<file path="config.mk">
export PLATFORM = sky130hd
export DESIGN_NAME = slow_clk_monitor
export DESIGN_NICKNAME = d
export VERILOG_FILES = /design/src/rtl/clk_pkg.sv /design/src/rtl/sync_edge_det.sv /design/src/rtl/slow_clk_monitor.sv
export SDC_FILE = /design/constraint.sdc
export NUM_CORES = 1
export LEC_CHECK = 0
export ABC_AREA = 1
export CAP_MARGIN = 20
export CORE_UTILIZATION = 47
export CTS_BUF_LIST = sky130_fd_sc_hd__clkbuf_8
export DETAILED_ROUTE_END_ITERATION = 10
export PLACE_DENSITY = 0.71
export SLEW_MARGIN = 15
export SYNTH_ARGS = -nofsm -noshare
export SYNTH_HDL_FRONTEND = slang
export SYNTH_SLANG_ARGS = --single-unit
</file>
<file path="constraint.sdc">
create_clock -name clk -period 3 [get_ports clk]
set_input_delay 0.9 -clock clk [delete_from_list [all_inputs] [get_ports clk]]
set_output_delay 0.9 -clock clk [all_outputs]
set_load 0.02 [all_outputs]
</file>
<file path="src/rtl/clk_pkg.sv">
// Shared definitions for the slow-clock divider and its receive-side monitor.
package clk_pkg;

    typedef enum logic [1:0] {
        IDLE    = 2'd0,
        MEASURE = 2'd1,
        LOCKED  = 2'd2,
        LOST    = 2'd3
    } mon_state_t;

    localparam int DEF_CNT_W   = 26;
    localparam int DEF_TIMEOUT = 50_000_000;

endpackage

</file>
<file path="src/rtl/sync_edge_det.sv">
// Three-flop synchroniser with rising-edge detect for an asynchronous level input.
module sync_edge_det (
    input  logic clk,
    input  logic rst_n,
    input  logic din,
    output logic rise
);

    logic       s1_reg;
    logic       s2_reg;
    logic       s3_reg;
    logic [2:0] warm_reg;

    always_ff @(posedge clk) begin
        if (!rst_n) begin
            s1_reg   <= 1'b0;
            s2_reg   <= 1'b0;
            s3_reg   <= 1'b0;
            warm_reg <= '0;
        end else begin
            s1_reg   <= din;
            s2_reg   <= s1_reg;
            s3_reg   <= s2_reg;
            warm_reg <= {warm_reg[1:0], 1'b1};
        end
    end

    // Until s3 holds a real post-reset sample, an input already high at
    // reset release would look like an edge; warm_reg masks that window.
    assign rise = s2_reg & ~s3_reg & warm_reg[2];

endmodule

</file>
<file path="src/rtl/slow_clk_monitor.sv">
// Turns slow_clk into a one-cycle tick enable and tracks its period, lock and stall status.
module slow_clk_monitor
    import clk_pkg::*;
#(
    parameter int CNT_W      = DEF_CNT_W,
    parameter int TOL        = 2,
    parameter int LOCK_COUNT = 4,
    parameter int TIMEOUT    = DEF_TIMEOUT
) (
    input  logic             clk,
    input  logic             rst_n,
    input  logic             slow_clk,
    output logic             tick,
    output logic [CNT_W-1:0] period,
    output logic             period_valid,
    output logic             locked,
    output logic             stalled,
    output logic [15:0]      edge_count
);

    localparam int               MATCH_W   = $clog2(LOCK_COUNT + 1);
    localparam logic [CNT_W-1:0] CNT_MAX   = '1;
    localparam logic [CNT_W-1:0] CNT_ONE   = CNT_W'(1);
    localparam logic [CNT_W-1:0] TIMEOUT_C = CNT_W'(TIMEOUT);
    localparam logic [CNT_W:0]   TOL_C     = (CNT_W + 1)'(TOL);
    localparam logic [MATCH_W-1:0] LOCK_C  = MATCH_W'(LOCK_COUNT);

    mon_state_t         state_reg;
    logic [CNT_W-1:0]   cnt_reg;
    logic [MATCH_W-1:0] match_reg;
    logic [CNT_W-1:0]   period_reg;
    logic               period_valid_reg;
    logic               locked_reg;
    logic               stalled_reg;
    logic               tick_reg;
    logic [15:0]        edge_count_reg;

    logic               rise;
    logic [CNT_W:0]     cnt_ext;
    logic [CNT_W:0]     period_ext;
    logic [CNT_W:0]     diff;
    logic               in_tol;
    logic [CNT_W-1:0]   cnt_next;
    logic [MATCH_W-1:0] match_next;
    logic               timeout_hit;

    sync_edge_det u_sync (
        .clk   (clk),
        .rst_n (rst_n),
        .din   (slow_clk),
        .rise  (rise)
    );

    // One extra bit keeps the subtraction free of wrap-around.
    assign cnt_ext     = {1'b0, cnt_reg};
    assign period_ext  = {1'b0, period_reg};
    assign diff        = (cnt_ext >= period_ext) ? (cnt_ext - period_ext) : (period_ext - cnt_ext);
    assign in_tol      = (diff <= TOL_C);
    assign cnt_next    = (cnt_reg == CNT_MAX) ? cnt_reg : cnt_reg + 1'b1;
    assign match_next  = match_reg + 1'b1;
    assign timeout_hit = (cnt_reg >= TIMEOUT_C);

    always_ff @(posedge clk) begin
        if (!rst_n) begin
            state_reg        <= IDLE;
            cnt_reg          <= '0;
            match_reg        <= '0;
            period_reg       <= '0;
            period_valid_reg <= 1'b0;
            locked_reg       <= 1'b0;
            stalled_reg      <= 1'b0;
            tick_reg         <= 1'b0;
            edge_count_reg   <= '0;
        end else begin
            tick_reg <= rise;
            if (rise) begin
                edge_count_reg <= edge_count_reg + 1'b1;
            end

            case (state_reg)
                IDLE: begin
                    if (rise) begin
                        cnt_reg   <= CNT_ONE;
                        state_reg <= MEASURE;
                    end else begin
                        cnt_reg <= '0;
                    end
                end

                MEASURE: begin
                    if (rise) begin
                        cnt_reg    <= CNT_ONE;
                        period_reg <= cnt_reg;
                        if (!period_valid_reg) begin
                            period_valid_reg <= 1'b1;
                            match_reg        <= '0;
                        end else if (in_tol) begin
                            match_reg <= match_next;
                            if (match_next == LOCK_C) begin
                                state_reg  <= LOCKED;
                                locked_reg <= 1'b1;
                            end
                        end else begin
                            match_reg <= '0;
                        end
                    end else if (timeout_hit) begin
                        cnt_reg          <= cnt_next;
                        state_reg        <= LOST;
                        stalled_reg      <= 1'b1;
                        locked_reg       <= 1'b0;
                        period_valid_reg <= 1'b0;
                        match_reg        <= '0;
                    end else begin
                        cnt_reg <= cnt_next;
                    end
                end

                LOCKED: begin
                    if (rise) begin
                        cnt_reg    <= CNT_ONE;
                        period_reg <= cnt_reg;
                        if (!in_tol) begin
                            match_reg  <= '0;
                            locked_reg <= 1'b0;
                            state_reg  <= MEASURE;
                        end
                    end else if (timeout_hit) begin
                        cnt_reg          <= cnt_next;
                        state_reg        <= LOST;
                        stalled_reg      <= 1'b1;
                        locked_reg       <= 1'b0;
                        period_valid_reg <= 1'b0;
                        match_reg        <= '0;
                    end else begin
                        cnt_reg <= cnt_next;
                    end
                end

                LOST: begin
                    if (rise) begin
                        cnt_reg     <= CNT_ONE;
                        stalled_reg <= 1'b0;
                        state_reg   <= MEASURE;
                    end else begin
                        cnt_reg <= cnt_next;
                    end
                end

                default: state_reg <= IDLE;
            endcase
        end
    end

    assign tick         = tick_reg;
    assign period       = period_reg;
    assign period_valid = period_valid_reg;
    assign locked       = locked_reg;
    assign stalled      = stalled_reg;
    assign edge_count   = edge_count_reg;

endmodule

</file>
Word-level counts from Yosys, hierarchy flattened
Index checks and enable logic that the tools add are counted.
- add/subtract/negate cells: 5
- magnitude comparators: 3
- equal/unequal tests: 15
- multiplexer cells: 38
- bitwise logic cells: 3
- reductions and logical operators: 12
- operators by type and width (kind ; number):
    26-bit by 26-bit subtractor with 27-bit output ; 2
    26-bit 2-to-1 mux ; 2
    26-bit one-hot mux with 2 select lines ; 1
    27-bit by 2-bit less-or-equal comparator with 1-bit output (second input constant) ; 1
    27-bit 2-to-1 mux ; 1
    26-bit by 1-bit adder with 26-bit output (second input constant) ; 1
    26-bit equality test (second input constant) ; 1
    26-bit greater-or-equal comparator ; 1
    26-bit greater-or-equal comparator (second input constant) ; 1
    3-bit 2-to-1 mux ; 6
    16-bit by 1-bit adder with 16-bit output (second input constant) ; 1
    2-bit 2-to-1 mux ; 8
    1-bit 2-to-1 mux ; 15
    3-bit inequality test (second input constant) ; 5
    5-bit AND reduction ; 2
    2-bit inequality test (second input constant) ; 3
    1-bit one-hot mux with 2 select lines ; 3
    2-bit one-hot mux with 3 select lines ; 1
    3-bit one-hot mux with 2 select lines ; 1
    2-bit AND reduction ; 3
    2-bit equality test (second input constant) ; 2
    2-bit by 1-bit inequality test with 1-bit output (second input constant) ; 2
    4-bit AND reduction ; 1
    2-bit nonzero test ; 2
    other kinds (8) ; 10
- flip-flop bits (word level): 83
- input port bits: 3
- output and inout bits: 46
- logic and storage cells: 90

Logic depth before layout (Yosys ltp)
Gate-level depths: netlist of the first run.
- word-level depth: 7
- gate-level depth with buffers: 26
- gate-level depth less buffers: 26

Modules after synthesis
From an unflattened synthesis of the first run, not the netlist that was laid out.
- cells, all modules: 1329
- area total of the unflattened synthesis: 7739.9 sq um
- by module, submodules not included (module ; times used ; cells an instance ; area an instance (sq um) ; seq. area each (sq um)):
    slow_clk_monitor ; 1 ; 1311 ; 7574.8 ; 1541.5
    sync_edge_det ; 1 ; 18 ; 165.2 ; 120.1

Least setup slack after synthesis of the first run
Ideal clock, no wire load.
- kind: flip-flop to flip-flop
- start: register period_reg[1], in the netlist period[1]
- end: register locked_reg, in the netlist locked
- library setup time: 0.113 ns
- arrival time: 2.613 ns
- required time: 2.887 ns
- setup slack: 0.274 ns
- stages on the path, launching flop included: 24
- path buffers: 1
- period minus slack after synthesis: 2.726 ns
- cell sequence: dfxtp_1 > inv_1 > ha_1 > nand3_1 > nand3_1 > nand2_2 > nand3_2 > nand2_4 > inv_2 > nor2_4 > buf_6 > nor2_1 > nor2_1 > nand2_1 > inv_1 > nand3_1 > nor2_4 > nand2_1 > nand2_2 > nand2_1 > nor2_2 > nand2_1 > nand2_1 > nor2_1
- longest elaborated chain between the ends: 5
- elaborated cells between the ends (all ways): 8
- classes of those cells: add/sub: 2; order compare: 2; eq/ne: 2; mux: 1; reduce/logical: 1
- RTL lines (element ; RTL line ; source):
    from (decl) ; slow_clk_monitor.sv:31 ; logic [CNT_W-1:0] period_reg;
    from (signal assigned) ; slow_clk_monitor.sv:93 ; period_reg <= cnt_reg;
    from (signal assigned) ; slow_clk_monitor.sv:121 ; period_reg <= cnt_reg;
    26-bit by 26-bit subtractor with 27-bit output / 26-bit greater-or-equal comparator (equally long branches) ; slow_clk_monitor.sv:57 ; assign diff = (cnt_ext >= period_ext) ? (cnt_ext - period_ext) : (period_ext - cnt_ext);
    27-bit 2-to-1 mux (*) ; slow_clk_monitor.sv:57 ;
    27-bit by 2-bit less-or-equal comparator with 1-bit output (*) ; slow_clk_monitor.sv:58 ; assign in_tol = (diff <= TOL_C);
    3-bit inequality test (no line) ; -- ;
    5-bit AND reduction (no line) (*) ; -- ;
    to (signal assigned) ; slow_clk_monitor.sv:70 ; locked_reg <= 1'b0;
    to (signal assigned) ; slow_clk_monitor.sv:101 ; locked_reg <= 1'b1;
    to (signal assigned) ; slow_clk_monitor.sv:110 ; locked_reg <= 1'b0;
    to (decl) ; slow_clk_monitor.sv:33 ; logic locked_reg;
Mark *: on every way between the ends. The rest lies on a longest branch, timed or not.
A chain may end at the register's enable or synchronous reset.

Final worst setup path of the first run
- start: register cnt_reg[0]
- end: register locked_reg, in the netlist locked
- longest elaborated chain between the ends: 5
- elaborated cells between the ends (all ways): 13
- classes of those cells: add/sub: 2; order compare: 3; eq/ne: 2; mux: 5; reduce/logical: 1
- RTL lines (element ; RTL line ; source):
    from (decl) ; slow_clk_monitor.sv:29 ; logic [CNT_W-1:0] cnt_reg;
    from (signal assigned) ; slow_clk_monitor.sv:107 ; cnt_reg <= cnt_next;
    from (signal assigned) ; slow_clk_monitor.sv:114 ; cnt_reg <= cnt_next;
    from (signal assigned) ; slow_clk_monitor.sv:128 ; cnt_reg <= cnt_next;
    26-bit by 26-bit subtractor with 27-bit output / 26-bit greater-or-equal comparator (equally long branches) ; slow_clk_monitor.sv:57 ;
    27-bit 2-to-1 mux ; slow_clk_monitor.sv:57 ;
    27-bit by 2-bit less-or-equal comparator with 1-bit output ; slow_clk_monitor.sv:58 ;
    3-bit inequality test (no line) ; -- ;
    5-bit AND reduction (no line) ; -- ;
Several ways; a longest one is shown, not always the timed one.

==> flow_summary_export.csv, run 1 <==
group,metric,value,unit
grt,grt_max_degree,53,
floorplan,core.rowCount,45,
setup_path,r2r-end,"locked$_SDFFE_PN0P_",
final_layout,fin_util,0.657,
clocking,clk_path_buf_depth,2,
drt,num_vias,8782,
drt,drt-initial-drc-count,749,
drt,post_drt_wl_per_cell,15.5,um
timing,setup_tns,0,ps
setup_path,cp-end-kind,"flip-flop",
drt,routed_wirelength,26.0,mm
pwr,p_comb_frac,0.538,
min_path,hold_class,"reg -> reg",
setup_path,worstSetupStartpointType,"flip-flop",
setup_path,cp_data_arrival_time,3170,ps
floorplan,die_width,128,um
logic_synthesis,synth_cell_types,45,
pwr,swShare,0.441,
final_layout,seq_area,1700,um2
logic_synthesis,syn_inst,1286,
floorplan,design.core.area,15400,um2
timing,max_freq,0.344,GHz
timing,rsz0062_at_grt,"true",
timing,finalWorstSetupSlack,89.3,ps
timing,slew_headroom,0.651,
timing,period_needed,2910,ps
final_layout,area_delta_synth_final,34.9,%
outcome,status,"complete, no violations",
pwr,p_int,2350,uW
logic_synthesis,synth_fp_nets,1352,
clocking,insertion_delay,370,ps
placement,place_congestion,0.969,
final_layout,multi_input_area,5590,um2
timing,post-route-period-util,0.970,
drt,met2_length,12.3,mm
logic_synthesis,post_synth.cell_area_avg,5.84,um2
clocking,cts-root-buf,"clkbuf_8",
logic_synthesis,ys_async_sr_fraction,0,
min_path,min_from,"u_sync.s2_reg$_SDFF_PN0_",
drt,dr_wl_met3,1.44,mm
grt,grt_pass1_wl,38.5,mm
clocking,clk_pin_slew_worst_paths,90,ps
setup_path,cp_max_fo,3,
clocking,cts_made_buffers,9,
drt,viasPerCell,5.25,
setup_path,r2r_start,"cnt_reg[0]$_SDFFE_PN0P_",
logic_synthesis,yosysWarnings,0,
grt,antenna_found_initial,0,
pwr,power_frac_seq,0.277,
pwr,p_switching,1850,uW
floorplan,start_util,0.487,
drt,drc,0,
timing,worst_slew_pin_slew,524,ps
setup_path,path_class,"reg -> reg",
floorplan,die_h,128,um
setup_path,r2r_slack,90,ps
timing,slew_viol_final,0,
final_layout,final.fill_count,1425,
final_layout,num_antenna_cells,0,
pwr,power.leakage,0.00495,uW
placement,post-place-ws,-158,ps
logic_synthesis,synth_seq_area_share,0.221,
setup_path,r2r_cells,26,
min_path,holdPathStages,2,
drt,top_layer,"met4",
setup_path,cp.required,3260,ps
timing,hold_viol_final,0,
final_layout,drive_above_1_share,0.244,
final_layout,design_area,10100,um2
timing,fin_skew,13.9,ps
placement,place_hpwl,19.5,mm
grt,track_usage,0.297,
flow_run,max_cap_viol_count,0,
logic_synthesis,synth-seq-cells,83,
min_path,hold_end,"u_sync.s3_reg$_SDFF_PN0_",
clocking,cts_tree,"built",
pwr,clkPwrFrac,0.185,
placement,dpl-instance-area,8860,um2
drt,final_antenna_net_count,0,
placement,io_buffers,48,
clocking,cts_max_level,3,
floorplan,die_area,16500,um2
grt,grt_overflow,0,
logic_synthesis,synth_area,7510,um2
grt,grt_pass1_vias,7738,
final_layout,nets,1524,
drt,first_pass_iters,5,
logic_synthesis,synth_ff_type,"dfxtp_1",
timing,setup_violations,0,
logic_synthesis,synth_edf_count,0,
floorplan,ios,49,
pwr,power_density,415,nW/um2
pwr,p_total,4200,uW
drt,drt-met1-wl,11.5,mm
pwr,vdd_ir_drop_max,0.395,mV
clocking,cts.sinks,83,
==> cell type report <==
| class | instances | share of cell area |
|---|---|---|
| multi-input cells | 952 | 0.552 |
| flip-flops and latches | 83 | 0.168 |
| repair buffers | 183 | 0.150 |
| inverters | 229 | 0.0853 |
| well taps | 211 | 0.0261 |
| clock buffers | 11 | 0.0149 |
| clock inverters | 5 | 0.00370 |
==> critical path, stage by stage (launching register included) <==
cell and delay (ps):
dfxtp_2 340, inv_2 70, ha_4 130, inv_2 50, fa_2 370, buf_4 160
nand2_1 80, nand3_2 110, nand2_2 100, nand2_1 70, buf_4 140, nand2_1 40
nand2_1 40, nand2_1 60, nand2_1 50, nor2_1 80, nand2_1 50, inv_1 60
nand3_2 90, nor2_4 240, nand2_2 80, nand2_2 90, nand2_2 70, nor2_4 90
nand2_1 60, nand2_1 50, nor2_1 40
==> cell usage after synthesis, types with 2 or more instances <==
cell type,instances,share of area
nand2_1,409,0.20
inv_1,215,0.11
a21oi_1,105,0.070
nor2_1,104,0.052
dfxtp_1,83,0.22
nand3_1,83,0.055
ha_1,61,0.10
o21ai_0,55,0.037
nor3_1,24,0.016
nand4_1,19,0.016
clkbuf_1,13,0.0065
nand2_2,13,0.011
inv_2,12,0.0060
nor2_2,12,0.010
xor2_1,11,0.013
o21bai_1,9,0.0090
buf_2,5,0.0033
nand3_2,5,0.0067
nor2_4,5,0.0075
buf_6,4,0.0060
nor4_1,4,0.0033
o21ai_1,4,0.0027
a31oi_1,3,0.0025
nand3b_1,3,0.0030
clkinv_1,2,0.0010
fa_1,2,0.0053
o21a_1,2,0.0020
o31ai_1,2,0.0020
==> how the worst max path moves through the flow <==
stage                                        from                        end  slack [ps]
after floorplan            period[1]$_SDFFE_PN0P_        locked$_SDFFE_PN0P_         270
after global placement     period[4]$_SDFFE_PN0P_        locked$_SDFFE_PN0P_        -100
after detailed placement   period[4]$_SDFFE_PN0P_        locked$_SDFFE_PN0P_        -160
after CTS                  period[5]$_SDFFE_PN0P_        locked$_SDFFE_PN0P_           6
after global routing       period[7]$_SDFFE_PN0P_  state_reg[0]$_SDFFE_PN0P_        -110
final                     cnt_reg[0]$_SDFFE_PN0P_        locked$_SDFFE_PN0P_          90
==> power groups by stage <==
stage / Sequential [uW] / Clock [uW] / Combinational (uW)
final: 1160 / 777 / 2260
after floorplan: 1200 / 0 / 1320
after global placement: 1180 / 0 / 1860
after global routing: 1170 / 829 / 2490
after detailed placement: 1180 / 0 / 1870
after CTS: 1160 / 786 / 1920
==> through the flow <==
step	instances	hold slack, ps
global placement	1619	398
global route	1674	445
detailed placement	1619	411
floorplan	1286	390
CTS	1643	434
finish	1674	430
==> layout by cell type (no fill, tap or decap), types with 17 or more instances in the layout <==
cell type | Yosys | layout
nor3_1 | 24 | 23
nand3_1 | 83 | 75
a21oi_1 | 105 | 95
inv_1 | 215 | 196
nor2_1 | 104 | 91
nand4_1 | 19 | 19
dfxtp_2 | 0 | 30
ha_1 | 61 | 34
ha_4 | 0 | 26
o21ai_0 | 55 | 53
dfxtp_1 | 83 | 52
nor2_4 | 5 | 17
inv_2 | 12 | 31
nand2_2 | 13 | 43
buf_4 | 1 | 131
clkdlybuf4s50_1 | 0 | 48
nand2_1 | 409 | 366
==> layer usage <==
layer  vias up  global-route usage
li1       4403                   -
met1      4023               0.392
met2       304               0.501
met3        52              0.0283
met4         0               0.111
met5         -                   0
==> cells by family after synthesis <==
| kind of cell | synth area share |
|---|---|
| AND/OR/NAND/NOR | 0.392 |
| buffers and inverters | 0.131 |
| AO/OA/AOI/OAI | 0.135 |
| flip-flops | 0.221 |
| adder cells (fa/ha/maj) | 0.107 |
| XOR/XNOR | 0.0140 |
==> timing repair <==
action                                  4_1_cts  5_1_grt
gates resized for setup                      25      187
endpoints found under the hold margin         0        0
gates cloned                                  0        1
endpoints found under the setup margin        6       18
pin swaps                                     1       38
setup buffers                                 8       30
hold buffers                                  0        0
(Power assumes the default switching activity.)
==> run 2, diff against run 1 <==
- CELL_PAD_IN_SITES_DETAIL_PLACEMENT: default -> 0
- CELL_PAD_IN_SITES_GLOBAL_PLACEMENT: default -> 1
- CORE_UTILIZATION: 47 -> 43
- HOLD_SLACK_MARGIN: default -> 0.02
- PLACE_DENSITY: 0.71 -> 0.88
==> flow_summary_export.csv, run 2 (synthesized netlist as in run 1, its figures left out) <==
group,metric,value,unit
floorplan,die_area,18000,um2
final_layout,layout_commonest_cell,"nand2_1",
drt,viasPerCell,5.10,
setup_path,cp.required,3270,ps
clocking,cts.sinks,83,
placement,io_buffers,48,
timing,slew_viol_final,0,
timing,slew_headroom,0.672,
drt,drc,0,
pwr,power_density,414,nW/um2
clocking,clk_pin_slew_worst_paths,100,ps
pwr,p_switching,1950,uW
drt,final_antenna_net_count,0,
pwr,p_comb_frac,0.536,
final_layout,seq_area,1710,um2
grt,use_met3,0.0265,
grt,antenna_found_initial,0,
setup_path,path_class,"reg -> reg",
final_layout,layout_common_cells,"nand2_1 (360), inv_1 (191), buf_4 (165)",
final_layout,final.fill_count,1614,
pwr,p_total,4370,uW
grt,grt_pass1_vias,8068,
setup_path,cp_data_arrival_time,3180,ps
drt,post_drt_wl_per_cell,15.3,um
clocking,clk_path_buf_depth,2,
floorplan,design.core.area,16800,um2
setup_path,worstSetupStartpointType,"flip-flop",
pwr,power.leakage,0.00517,uW
timing,hold_viol_final,0,
timing,fin_skew,16.3,ps
grt,met2_usage,0.480,
placement,place_hpwl,20.6,mm
clocking,postCtsHoldBufs,0,
final_layout,fin_cells,1718,
grt,grt_pass1_wl,40.6,mm
timing,period_needed,2910,ps
placement,place_congestion,0.928,
flow_run,max_cap_viol_count,0,
grt,grt_overflow,0,
final_layout,nets,1559,
clocking,cts-root-buf,"clkbuf_8",
setup_path,cp-end-kind,"flip-flop",
floorplan,die_h,134,um
floorplan,die_width,134,um
grt,grt_max_degree,53,
floorplan,ios,49,
final_layout,drive_above_1_share,0.279,
floorplan,start_util,0.447,
pwr,swShare,0.446,
pwr,clkPwrFrac,0.197,
outcome,status,"complete, no violations",
drt,first_pass_iters,5,
clocking,cts_made_buffers,9,
timing,post-route-period-util,0.970,
pwr,p_int,2420,uW
pwr,vdd_ir_drop_max,0.374,mV
clocking,cts_max_level,3,
grt,track_usage,0.287,
pwr,power_frac_seq,0.267,
final_layout,num_antenna_cells,0,
floorplan,core.rowCount,47,
drt,routed_wirelength,26.3,mm
timing,rsz0062_at_grt,"true",
timing,max_freq,0.344,GHz
clocking,insertion_delay,370,ps
final_layout,multi_input_area,5720,um2
drt,drt-initial-drc-count,523,
timing,setup_violations,0,
placement,dp.cells,1673,
setup_path,cp_max_fo,5,
final_layout,area_delta_synth_final,40.5,%
drt,num_vias,8763,
grt,top_usage_layer,"met2",
timing,worst_slew_pin_slew,492,ps
clocking,cts_tree,"built",
min_path,hold_class,"reg -> reg",
grt,met1_usage,0.385,
## run 2: layout make-up
class / instances / area share
Clock buffer: 10 / 0.0130
Sequential cell: 83 / 0.162
Timing Repair Buffer: 218 / 0.168
Tap cell: 220 / 0.0261
Inverter: 229 / 0.0822
Clock inverter: 6 / 0.00676
Multi-Input combinational cell: 952 / 0.542
## run 2: worst max-delay path, cell delays in order, from the launching register on
cell and delay (ps):
dfxtp_2 350, inv_2 50, ha_4 320, nand2_4 80, nor2_4 110, nand4_1 220
inv_1 130, nand2_2 90, nand3_4 100, nor2_4 80, buf_4 160, o21ai_1 70
nand2_1 120, nor2_2 110, nand2_2 70, nor2_4 250, nand2_2 110, nand2_4 80
nand3_4 80, a21oi_1 170, nor2_2 50
## run 2: timing repair
action,in CTS,in global routing
pin swaps,3,45
setup buffers,8,20
gates resized for setup,21,236
endpoints found under the setup margin,6,10
gates cloned,1,0
## run 2: power by group through the flow
stage / Combinational [uW] / Clock [uW] / Sequential, uW
final: 2350 / 860 / 1170
after global routing: 2590 / 916 / 1170
after CTS: 2010 / 873 / 1160
after detailed placement: 1930 / 0 / 1180
after global placement: 1910 / 0 / 1180
after floorplan: 1320 / 0 / 1200
## run 2: per-layer routing
layer  part of all wire  vias up
li1                   -     4462
met1               0.46     4015
met2               0.47      238
met3              0.041       48
met4              0.028        0
met5                  0        -
## run 2: through the flow
| stage | area, um2 | utilization | hold slack [ps] | worst slack, ps | setup TNS [ps] |
|---|---|---|---|---|---|
| after floorplan | 7510 | - | 390 | 274 | 0 |
| after global placement | 9210 | 0.547 | 402 | -91.8 | -322 |
| after detailed placement | 9210 | 0.547 | 405 | -122 | -588 |
| after CTS | 9570 | 0.569 | 432 | 5.47 | 0 |
| after global routing | 10600 | 0.627 | 441 | -45.4 | -189 |
| final | 10600 | 0.627 | 429 | 91.0 | 0 |
## run 2: path summary, 6_finish.rpt
kind	from	to	slack, ps	cells after the start
worst max register to register	period[4]$_SDFFE_PN0P_	state_reg[1]$_SDFFE_PN0P_	90	20
worst min register to register	u_sync.warm_reg[0]$_DFF_P_	u_sync.warm_reg[1]$_SDFF_PN0_	430	2
worst min-delay path	u_sync.warm_reg[0]$_DFF_P_	u_sync.warm_reg[1]$_SDFF_PN0_	430	2
worst max-delay path	period[4]$_SDFFE_PN0P_	state_reg[1]$_SDFFE_PN0P_	90	20
